<file path="config.mk">
export PLATFORM = sky130hd
export DESIGN_NAME = run_timer
export DESIGN_NICKNAME = d
export VERILOG_FILES = /design/src/rtl/display_pkg.sv /design/src/rtl/tick_gen.sv /design/src/rtl/run_timer.sv
export SDC_FILE = /design/constraint.sdc
export NUM_CORES = 1
export LEC_CHECK = 0
export ABC_CLOCK_PERIOD_IN_PS = 2700
export BUFFER_PORTS_ARGS = -buffer_cell sky130_fd_sc_hd__buf_2
export CORE_UTILIZATION = 50
export DETAILED_ROUTE_END_ITERATION = 6
export HOLD_SLACK_MARGIN = 0.03
export PLACE_DENSITY = 0.76
export SETUP_SLACK_MARGIN = 0.5
export SYNTH_ARGS = -nofsm -noshare
export SYNTH_HDL_FRONTEND = slang
export SYNTH_HIERARCHICAL = 1
export SYNTH_SLANG_ARGS = --single-unit
</file>
<file path="constraint.sdc">
create_clock -name clk -period 2.7 [get_ports clk]
set_input_delay 0.405 -clock clk [delete_from_list [all_inputs] [get_ports clk]]
set_output_delay 0.405 -clock clk [all_outputs]
set_load 0.02 [all_outputs]
</file>
<file path="src/rtl/display_pkg.sv">
// display_pkg: types and constants shared by run_timer and the seven-segment display driver
package display_pkg;
    typedef enum logic [1:0] {IDLE, RUN, HOLD} timer_state_t;
    localparam int DISP_MAX         = 9999;
    localparam int CLK_TICKS_PER_MS = 100000;
endpackage

</file>
<file path="src/rtl/tick_gen.sv">
// tick_gen: prescaler that emits a single-cycle tick once every TICKS_PER_UNIT enabled cycles
//   clk, rst  : clock and synchronous active-high reset
//   en        : advance the prescaler this cycle
//   sync_clr  : zero the prescaler (wins over en)
//   tick      : high while the prescaler sits at TICKS_PER_UNIT-1 and is enabled
module tick_gen #(
    parameter int TICKS_PER_UNIT = 100000
) (
    input  logic clk,
    input  logic rst,
    input  logic en,
    input  logic sync_clr,
    output logic tick
);
    localparam int W = $clog2(TICKS_PER_UNIT);
    logic [W-1:0] cnt_q;
    assign tick = en && cnt_q == W'(TICKS_PER_UNIT - 1);
    always_ff @(posedge clk) begin
        if (rst || sync_clr) cnt_q <= '0;
        else if (en)         cnt_q <= tick ? '0 : cnt_q + 1'b1;
    end
endmodule

</file>
<file path="src/rtl/run_timer.sv">
// run_timer: measures one job's run time in units, freezes on done, saturates at MAX_COUNT
//   clk, rst  : clock and synchronous active-high reset
//   start     : begin or restart a run (zeroes counters and overflow)
//   done      : end a run, value freezes
//   clear     : return to idle with a zero count
//   data_seg  : elapsed units, zero-extended for the display driver
//   running   : high while a run is in progress
//   overflow  : sticky, a tick arrived while the count was already at MAX_COUNT
module run_timer
    import display_pkg::*;
#(
    parameter int TICKS_PER_UNIT = CLK_TICKS_PER_MS,
    parameter int MAX_COUNT      = DISP_MAX
) (
    input  logic        clk,
    input  logic        rst,
    input  logic        start,
    input  logic        done,
    input  logic        clear,
    output logic [31:0] data_seg,
    output logic        running,
    output logic        overflow
);
    localparam int CNT_W = $clog2(MAX_COUNT + 1);
    timer_state_t     state_q;
    logic [CNT_W-1:0] elapsed_q;
    logic             overflow_q;
    logic             tick;
    // start and clear both restart the unit phase from zero
    tick_gen #(.TICKS_PER_UNIT(TICKS_PER_UNIT)) u_tick (
        .clk      (clk),
        .rst      (rst),
        .en       (state_q == RUN),
        .sync_clr (clear || start),
        .tick     (tick)
    );
    always_ff @(posedge clk) begin
        if (rst || clear) begin
            state_q    <= IDLE;
            elapsed_q  <= '0;
            overflow_q <= 1'b0;
        end else if (start) begin
            state_q    <= RUN;
            elapsed_q  <= '0;
            overflow_q <= 1'b0;
        end else if (state_q == RUN) begin
            // a tick landing on the done edge is still counted
            if (tick) begin
                if (elapsed_q == CNT_W'(MAX_COUNT)) overflow_q <= 1'b1;
                else                                elapsed_q  <= elapsed_q + 1'b1;
            end
            if (done) state_q <= HOLD;
        end
    end
    assign data_seg = 32'(elapsed_q);
    assign running  = state_q == RUN;
    assign overflow = overflow_q;
endmodule

</file>
==> results of run 1 <==
==> layout by cell type (no fill, tap or decap), types with 8 or more instances in the layout <==
cell type,count
nor2_1,26
dfxtp_1,26
buf_2,20
conb_1,18
xnor2_1,14
nand2_1,12
nor3_1,9
nand4_1,9
buf_4,8
==> power by group <==
| part | switching (mW) | leakage (nW) | internal (mW) |
|---|---|---|---|
| clock network | 0.181 | 0.0374 | 0.194 |
| logic | 0.0370 | 0.438 | 0.00963 |
| registers | 0.000778 | 0.278 | 0.502 |
| total | 0.219 | 0.753 | 0.706 |
==> path summary, 6_finish.rpt <==
path / end / slack (ns)
worst max-delay path: elapsed_q[12] / 0.49
worst min-delay path: state_q[0] / 0.24
worst max register to register: elapsed_q[12] / 0.49
worst min register to register: overflow / 0.49
==> repair_timing <==
action                                  in CTS  in global routing
setup buffers                                4                  1
pin swaps                                    5                  4
hold endpoints to repair                     0                  0
resized for setup                           12                  8
cloned                                       0                  0
endpoints found under the setup margin       5                  4
==> through the flow <==
stage | instance area [sq um] | utilization | setup WS, ns
floorplan | 1864 | - | 0.2811
global placement | 1882 | 0.5595 | 0.3775
detailed placement | 1882 | 0.5595 | 0.2515
CTS | 2023 | 0.6016 | 0.5145
global route | 2056 | 0.6112 | 0.4232
finish | 2056 | 0.6112 | 0.4875
==> state kept, by name, indices dropped and copies added (netlist names) <==
name and flops:
overflow 1, u_tick/cnt_q 17, state_q 2, elapsed_q 14
==> cells in the mapped netlist, drive strengths merged, types with 2 or more instances <==
cell type   n  area share
nand2      12       0.025
o21ai       8       0.025
xnor2      14       0.069
inv         3      0.0063
a21oi      10       0.030
ha          2       0.014
nor4b       2      0.0098
a31o        2      0.0098
nand3       7       0.020
nor3        9       0.025
or2         3       0.011
and3        2      0.0070
a21boi      2      0.0084
nor2       27       0.057
nand2b      3       0.011
or4         3       0.019
buf        20       0.081
nor4        6       0.021
or3         8       0.029
nand4      11       0.051
dfxtp      34        0.38
xor2        6       0.029
and4        2      0.0098
clkbuf      3      0.0063
nor2b       2      0.0070
==> worst max-delay path: cells and delay by family, from the launching register on <==
family,cells,cell delay (ns)
AOI/OAI and AO/OA,1,0.12
and+or+nand+nor,7,1.66
DFF,1,0.36
==> final cells by class <==
type                    instances  area [sq um]
well taps                      46         57.56
flip-flops and latches         34         693.2
fillers                       307          1308
repair buffers                 28         160.2
multi-input cells             165          1051
clock inverters                 3         45.04
clock buffers                   5         37.54
inverters                       3         11.26
==> cell families (layout without fill, tap and decap cells) <==
group / after synthesis / after routing
flip-flops: 34 / 34
XOR/XNOR: 20 / 20
AND/OR/NAND/NOR: 99 / 99
other: 1 / 18
adder cells (fa/ha/maj): 2 / 2
buffers and inverters: 26 / 39
AO/OA/AOI/OAI: 26 / 26
==> metal layers <==
metal	track usage	vias up
met5	0	-
met4	0.08571	0
met3	0.05590	6
met2	0.2919	49
met1	0.2751	676
li1	-	759
==> impl_metrics.csv, run 1 <==
group,metric,value,unit
cts,cts-htree-levels,2,
pwr,pwr_dens,449.5,nW/um^2
worst_setup_path,crit_path_end_kind,"flop",
cts,number_of_buffers_between_clock_root_and_the_deepest_sink,2,
min_path,hold-path-cell-count,2,
pwr,total_leakage_power,0.7533,nW
timing,worst_pin_slew,0.6393,ns
floorplanning,floorplan.die.width,61.72,um
place,gp_congestion,0.7765,
worst_setup_path,setup.worst_path.start_class,"flop",
logic_synthesis,synth-async-reset-ratio,0,
floorplanning,io_pins,39,
global_route,gr-total-overflow,0,
routing,detail_route.iter0.violations,109,
job,max-cap-violations,0,
cts,clock-sinks,34,
timing,setup_tns,0,ns
routing,met1_length,1683,um
global_route,first_global_vias,1228,
routing,post_drt_via_cell_ratio,5.246,
global_route,global_route_wire_length_before_repair,5499,um
global_route,groute.usage.overall,0.1994,
floorplanning,initial_utilization,0.5301,
timing,post-route-min-period,2.213,ns
timing,final.period_utilization,0.8195,
worst_setup_path,critical_path_arrival,2.49,ns
routing,detailed_routing_iterations_pass_1,4,
timing,fmaxAchievable,452.0,MHz
timing,rsz0062_at_grt,"yes",
pwr,total_power,924.1,uW
place,place.detailed.instances,271,
worst_setup_path,worst_ep_required_time,2.98,ns
cts,path_clk_slew,0.12,ns
routing,met3WireLength,212,um
logic_synthesis,post_synth_inst_count,208,
cells_and_area,final-instance-count-excl-fill,284,
floorplanning,chipHeight,61.72,um
logic_synthesis,dominantRegCellSynth,"dfxtp_1",
floorplanning,rows,21,
logic_synthesis,ys_ff_latch,34,
routing,drtAntennaViolNets,0,
pwr,power.ir.vdd_worst,0.3182,mV
worst_setup_path,critPathMaxFanout,4,
cts,tritoncts.num_buffers,5,
routing,remaining_drc_errors,0,
cells_and_area,antennaDiodeCount,0,
routing,detailroute.wirelength.met2,1421,um
logic_synthesis,synth_seq_area_share,0.3818,
worst_setup_path,crit_slowest_cell,"or4_4",
routing,wl_cell,11.87,um
timing,remaining_max_slew_budget_at_the_tightest_pin,0.5738,
cells_and_area,nets,244,
min_path,timing.hold.worst.start,"clear",
worst_setup_path,ff2ff_path_depth,8,
logic_synthesis,synthesis.area,1783,sq um
worst_setup_path,crit_chain,"nor2b_4 -> and4_1 -> nand4_1 -> nor2_4 -> nand3b_4 -> or4_4 -> or3_4 -> a21oi_2",
cts,worstSkewPairLatency,0.34,ns
cells_and_area,layout-area-overhead-vs-synth,15.30,%
timing,hold_viol_final,0,
routing,maxUsedRoutingLayer,"met4",
timing,clock-skew-final,0.01588,ns
place,hpwl,2324,um
logic_synthesis,count_of_flip_flops_with_a_built_in_enable_after_synthesis,0,
cts,cts-root-buf,"clkbuf_4",
outcome,status,"finished clean",
routing,detail_route.wirelength,3372,um
logic_synthesis,postSynthAreaPerCell,8.572,sq um
timing,timing.final.setup_violations,0,
cts,cts_hold_buffers,0,
timing,final_max_slew_viol_count,0,
worst_setup_path,timing.rr.start,"state_q[0]",
worst_setup_path,worst_setup_path_startpoint,"state_q[0]",
floorplanning,core_area,3363,sq um
logic_synthesis,synthXorXnorAreaFrac,0.09825,
worst_setup_path,critical-path-max-stage-delay,0.50,ns
logic_synthesis,synthAdderAreaFrac,0.01404,
logic_synthesis,yosys.area_share.simple,0.3200,
global_route,antenna_violations_before_repair,0,
cts,cts_tree,"built",
logic_synthesis,synth.lib_cells_used.distinct,39,
cells_and_area,drive_above_1_share,0.2899,
worst_setup_path,path_class,"reg2reg",
logic_synthesis,synth_compound_gate_area_share,0.08982,
place,port_buffers,20,
global_route,largest_net_degree_at_the_start_of_global_routing,16,
logic_synthesis,yosys-mux-area-fraction,0,
min_path,hold_class,"in2reg",
routing,dr_total_vias,1490,
timing,finalHoldWorstSlack,0.2394,ns
logic_synthesis,main_combinational_cell_family_by_area_after_synthesis,"simple AND/OR/NAND/NOR gates",
logic_synthesis,yosys_warnings,6,
floorplanning,fp.dieArea,3809,sq um
No activity file was read; power rests on OpenSTA's default activity.
==> inputs of run 2 (changes only) <==
--- a/config.mk
+++ b/config.mk
@@ -5,12 +5,12 @@
 export SDC_FILE = /design/constraint.sdc
 export NUM_CORES = 1
 export LEC_CHECK = 0
-export ABC_CLOCK_PERIOD_IN_PS = 2700
+export ABC_CLOCK_PERIOD_IN_PS = 2000
 export BUFFER_PORTS_ARGS = -buffer_cell sky130_fd_sc_hd__buf_2
-export CORE_UTILIZATION = 50
+export CORE_UTILIZATION = 48
 export DETAILED_ROUTE_END_ITERATION = 6
 export HOLD_SLACK_MARGIN = 0.03
-export PLACE_DENSITY = 0.76
+export PLACE_DENSITY = 0.77
 export SETUP_SLACK_MARGIN = 0.5
 export SYNTH_ARGS = -nofsm -noshare
 export SYNTH_HDL_FRONTEND = slang
==> constraint.sdc (replaced) <==
create_clock -name clk -period 2 [get_ports clk]
set_input_delay 0.3 -clock clk [delete_from_list [all_inputs] [get_ports clk]]
set_output_delay 0.3 -clock clk [all_outputs]
set_load 0.02 [all_outputs]
==> impl_metrics.csv, run 2 (synthesis results as in run 1) <==
group,metric,value,unit
floorplanning,floorplan.die.width,62.95,um
pwr,pwr_dens,510.6,nW/um^2
worst_setup_path,rr_endpoint,"elapsed_q[12]",
outcome,failed_checks,"setup timing",
timing,worst_pin_slew,0.5619,ns
routing,post_drt_via_cell_ratio,5.458,
worst_setup_path,critPathMaxFanout,5,
routing,remaining_drc_errors,0,
place,gp_congestion,0.8767,
cells_and_area,drive_above_1_share,0.4542,
timing,fin_ws,-0.2376,ns
timing,rsz0062_at_grt,"yes",
min_path,timing.hold.worst.start,"clear",
place,port_buffers,20,
job,max-cap-violations,0,
cells_and_area,layout-area-overhead-vs-synth,40.84,%
worst_setup_path,path_class,"reg2reg",
cells_and_area,fill_cells,232,
worst_setup_path,reg2reg_slack,-0.24,ns
timing,hold_viol_final,0,
routing,dr_total_vias,1741,
floorplanning,rows,21,
timing,remaining_max_slew_budget_at_the_tightest_pin,0.6254,
global_route,gr-total-overflow,0,
cells_and_area,largest_reg_flops,17,
cts,worstSkewPairLatency,0.28,ns
floorplanning,initial_utilization,0.5180,
global_route,largest_net_degree_at_the_start_of_global_routing,16,
floorplanning,core_area,3442,sq um
worst_setup_path,ff2ff_path_depth,8,
worst_setup_path,timing.rr.start,"state_q[0]",
routing,wl_cell,14.98,um
cts,tritoncts.num_buffers,5,
routing,detail_route.wirelength,4779,um
global_route,global_route_wire_length_before_repair,7714,um
cts,number_of_buffers_between_clock_root_and_the_deepest_sink,2,
floorplanning,io_pins,39,
cts,path_clk_slew,0.07,ns
cts,cts_tree,"built",
cells_and_area,fin_area,2511,sq um
cts,cts-htree-levels,2,
floorplanning,fp.dieArea,3962,sq um
outcome,status,"finished with violations",
cts,cts_hold_buffers,0,
routing,detail_route.iter0.violations,98,
cells_and_area,layout_top_registers,"u_tick/cnt_q x17, elapsed_q x14, state_q x2",
cells_and_area,antennaDiodeCount,0,
worst_setup_path,crit_slowest_cell,"or4_4",
timing,timing.final.setup_violations,26,
worst_setup_path,setup.worst_path.start_class,"flop",
timing,fmaxAchievable,446.9,MHz
place,placement.cell_area,2135,sq um
min_path,hold_class,"in2reg",
worst_setup_path,worst_ep_required_time,2.21,ns
timing,clock-skew-final,0.007106,ns
cells_and_area,nets,279,
cts,cts-root-buf,"clkbuf_8",
cells_and_area,layout_commonest_cell,"buf_4",
worst_setup_path,critical-path-max-stage-delay,0.57,ns
routing,drtAntennaViolNets,0,
floorplanning,chipHeight,62.95,um
place,hpwl,2843,um
min_path,hold-path-cell-count,2,
global_route,groute.usage.overall,0.2512,
cells_and_area,largest-register,"u_tick/cnt_q",
min_path,min_delay_worst_endpoint,"state_q[0]",
cts,clock-sinks,34,
global_route,antenna_violations_before_repair,0,
pwr,power.ir.vdd_worst,0.4636,mV
pwr,total_leakage_power,0.9990,nW
timing,post-route-min-period,2.238,ns
cells_and_area,leading_cell_types_in_the_layout_fill_and_taps_excluded,"buf_4, dfxtp_1, buf_2, conb_1, nor2_1",
timing,final_max_slew_viol_count,0,
routing,detailed_routing_iterations_pass_1,4,
worst_setup_path,crit_chain,"nor2b_4 -> and4_4 -> nand4_1 -> nor2_4 -> nand3b_4 -> or4_4 -> or3_1 -> a21oi_1",
cells_and_area,final_core_utilization,0.7296,
timing,final.period_utilization,1.119,
worst_setup_path,critical_path_arrival,2.44,ns
global_route,first_global_vias,1658,
worst_setup_path,crit_path_end_kind,"flop",
-- run 2: cell types whose count changed in the layout (fill, tap and decap cells not counted), sizes merged --
cell	delta
bufinv	-1
buf	+35
clkinvlp	-1
clkinv	+1
clkbuf	+1
-- run 2: stage by stage --
| step | setup TNS, ns | hold WS, ns | power (mW) | instances | worst slack (ns) |
|---|---|---|---|---|---|
| floorplan | -2.510 | 0.3694 | 0.7728 | 225 | -0.4127 |
| global placement | -0.5673 | 0.4864 | 0.7574 | 299 | -0.1326 |
| detailed placement | -0.8669 | 0.4995 | 0.7589 | 299 | -0.1959 |
| CTS | -0.8108 | 0.1884 | 1.287 | 316 | -0.1623 |
| global route | -6.916 | 0.2438 | 1.328 | 319 | -0.3481 |
| finish | -3.670 | 0.2393 | 1.282 | 319 | -0.2376 |
-- run 2: worst max path at each step --
stage | startpoint | to | slack (ns) | cells after the start
global placement | u_tick/cnt_q[10] | elapsed_q[10] | -0.13 | 7
finish | state_q[0] | elapsed_q[12] | -0.24 | 8
detailed placement | u_tick/cnt_q[9] | elapsed_q[10] | -0.20 | 7
CTS | state_q[0] | elapsed_q[10] | -0.16 | 8
floorplan | state_q[0] | elapsed_q[10] | -0.41 | 9
global route | state_q[0] | elapsed_q[10] | -0.35 | 8
-- run 2: critical path, delay by kind of cell (launching register included) --
family | cells | cell delay (ns)
AND/OR/NAND/NOR | 7 | 1.72
AO/OA/AOI/OAI | 1 | 0.12
flip-flops | 1 | 0.33
-- run 2: what timing repair did --
item                       4_1_cts  5_1_grt
setup endpoints to repair       21       32
setup buffers                    9        3
pin swaps                       13        9
gates resized for setup         24       28
-- run 2: cell type report --
class                           instances  area, sq um  area share
Clock inverter                          2        12.51    0.004983
Multi-Input combinational cell        165         1190      0.4738
Inverter                                3        11.26    0.004484
Tap cell                               46        57.56     0.02292
Sequential cell                        34        685.7      0.2730
Clock buffer                            6        82.58     0.03288
Timing Repair Buffer                   63        471.7      0.1878
-- run 2: power breakdown --
part	leakage [nW]	switching, mW	total (mW)	internal (mW)
Clock	0.0472	0.254	0.531	0.277
Sequential	0.276	0.000740	0.679	0.678
Combinational	0.676	0.0555	0.0724	0.0169
Total	0.999	0.311	1.28	0.971
-- run 2: metal layers --
metal | track usage | up-vias | wire length (um)
met5 | 0 | - | 0
met2 | 0.4220 | 70 | 2409
met3 | 0.05474 | 15 | 267
li1 | - | 825 | -
met4 | 0.1424 | 0 | 114
met1 | 0.2917 | 831 | 1988
==> inputs of run 3 (changes only) <==
--- a/config.mk
+++ b/config.mk
@@ -6,12 +6,13 @@
 export NUM_CORES = 1
 export LEC_CHECK = 0
 export ABC_CLOCK_PERIOD_IN_PS = 2000
-export BUFFER_PORTS_ARGS = -buffer_cell sky130_fd_sc_hd__buf_2
+export BUFFER_PORTS_ARGS = -buffer_cell sky130_fd_sc_hd__buf_4
 export CORE_UTILIZATION = 48
 export DETAILED_ROUTE_END_ITERATION = 6
 export HOLD_SLACK_MARGIN = 0.03
 export PLACE_DENSITY = 0.77
 export SETUP_SLACK_MARGIN = 0.5
+export SLEW_MARGIN = 20
 export SYNTH_ARGS = -nofsm -noshare
 export SYNTH_HDL_FRONTEND = slang
 export SYNTH_HIERARCHICAL = 1
==> impl_metrics.csv, run 3 (synthesis results as in run 1) <==
group,metric,value,unit
cells_and_area,layout-area-overhead-vs-synth,59.79,%
routing,detail_route.iter0.violations,168,
floorplanning,initial_utilization,0.5180,
floorplanning,chipHeight,62.95,um
routing,detailroute.wirelength.met2,3369,um
timing,worst_pin_slew,0.6370,ns
place,hpwl,2778,um
worst_setup_path,critPathMaxFanout,4,
routing,post_drt_via_cell_ratio,5.958,
min_path,hold_class,"in2reg",
place,place.detailed.instances,303,
cts,cts_hold_buffers,0,
routing,drtAntennaViolNets,0,
routing,detail_route.wirelength,6735,um
place,port_buffers,20,
timing,final_max_slew_viol_count,0,
floorplanning,rows,21,
cells_and_area,largest_reg_flops,17,
cts,worstSkewPairLatency,0.30,ns
pwr,total_leakage_power,1.257,nW
floorplanning,io_pins,39,
cells_and_area,drive_above_1_share,0.4931,
cells_and_area,layout_commonest_cell,"buf_4",
outcome,status,"finished with violations",
timing,fin_ws,-0.3124,ns
cells_and_area,final-instance-count-excl-fill,336,
cells_and_area,leading_cell_types_in_the_layout_fill_and_taps_excluded,"buf_4, dfxtp_1, nor2_1, buf_6, conb_1",
place,gp_congestion,0.8193,
worst_setup_path,critical_path_arrival,2.53,ns
pwr,pwr_dens,464.5,nW/um^2
timing,final.period_utilization,1.156,
cts,clock-sinks,34,
timing,timing.final.setup_violations,14,
routing,dr_total_vias,2002,
cts,number_of_buffers_between_clock_root_and_the_deepest_sink,2,
outcome,failed_checks,"setup timing",
cts,cts_tree,"built",
cells_and_area,largest-register,"u_tick/cnt_q",
routing,remaining_drc_errors,0,
global_route,groute.usage.overall,0.3059,
global_route,gr-total-overflow,0,
place,preCtsSetupSlack,-0.1798,ns
worst_setup_path,crit_chain,"nor2b_4 -> and4_4 -> nand4_1 -> nor2_2 -> nand3b_4 -> or4_4 -> or3_4 -> a21oi_2",
cts,tritoncts.num_buffers,5,
job,max-cap-violations,0,
timing,post-route-min-period,2.312,ns
routing,met3WireLength,480,um
timing,setup_tns,-2.035,ns
worst_setup_path,critical_path_buf_inv_count,0,
worst_setup_path,critical-path-max-stage-delay,0.53,ns
floorplanning,floorplan.die.width,62.95,um
cts,cts-htree-levels,2,
global_route,global_route_wire_length_before_repair,9259,um
timing,remaining_max_slew_budget_at_the_tightest_pin,0.5721,
cells_and_area,antennaDiodeCount,0,
worst_setup_path,setup.worst_path.start_class,"flop",
worst_setup_path,crit_slowest_cell,"or4_4",
timing,clock-skew-final,0.01597,ns
worst_setup_path,critPathTopFamily,"simple AND/OR/NAND/NOR gates",
cells_and_area,fill_cells,174,
worst_setup_path,crit_path_end_kind,"flop",
worst_setup_path,path_class,"reg2reg",
timing,rsz0062_at_grt,"yes",
cells_and_area,layout_top_registers,"u_tick/cnt_q x17, elapsed_q x14, state_q x2",
cts,cts-root-buf,"clkbuf_8",
global_route,antenna_violations_before_repair,0,
timing,hold_viol_final,0,
cells_and_area,final_core_utilization,0.8277,
routing,wl_cell,20.04,um
worst_setup_path,worst_ep_required_time,2.21,ns
floorplanning,core_area,3442,sq um
cts,path_clk_slew,0.08,ns
routing,maxUsedRoutingLayer,"met4",
pwr,power.ir.vdd_worst,0.6144,mV
cells_and_area,nets,296,
floorplanning,fp.dieArea,3962,sq um
routing,met1_length,2569,um
routing,detailed_routing_iterations_pass_1,5,
timing,fmaxAchievable,432.4,MHz
global_route,largest_net_degree_at_the_start_of_global_routing,16,
global_route,first_global_vias,1914,
run 3: cell count changes in the layout (fill, tap and decap cells not counted), sizes merged:
cell,change
buf,+17
run 3: timing repair:
| item | CTS | global route |
|---|---|---|
| endpoints found under the setup margin | 26 | 33 |
| pin swaps | 55 | 21 |
| gates cloned | 2 | 0 |
| buffers inserted | 18 | 5 |
| gates resized for setup | 60 | 19 |
run 3: report_power, final:
part,switching [mW],internal (mW)
Combinational,0.0629,0.0293
Clock,0.275,0.277
Sequential,0.00122,0.678
Total,0.339,0.984
run 3: cell type report:
type / count / area, sq um / share of cell area
Clock buffer: 6 / 82.58 / 0.02899
Inverter: 3 / 11.26 / 0.003953
Tap cell: 46 / 57.56 / 0.02020
Multi-Input combinational cell: 165 / 1311 / 0.4603
Sequential cell: 34 / 686.9 / 0.2411
Clock inverter: 2 / 12.51 / 0.004392
Timing Repair Buffer: 80 / 686.9 / 0.2411
run 3: final timing paths:
| kind | startpoint | endpoint | slack (ns) | depth (start not counted) |
|---|---|---|---|---|
| max | state_q[0] | elapsed_q[12] | -0.31 | 8 |
| min | clear | state_q[0] | 0.19 | 2 |
| max reg2reg | state_q[0] | elapsed_q[12] | -0.31 | 8 |
| min reg2reg | elapsed_q[13] | elapsed_q[13] | 0.53 | 2 |
run 3: per-stage QoR:
step	hold slack, ns	power (mW)	instance area, sq um
after floorplan	0.3694	0.7728	1923
after global placement	0.4798	0.7594	2215
after detailed placement	0.4784	0.7601	2215
after CTS	0.1751	1.292	2723
after global routing	0.1944	1.352	2849
final	0.1868	1.323	2849
run 3: metal layers:
metal,vias up,global-route usage
met5,-,0
li1,860,-
met3,41,0.06022
met4,0,0.1570
met2,129,0.5444
met1,972,0.3401
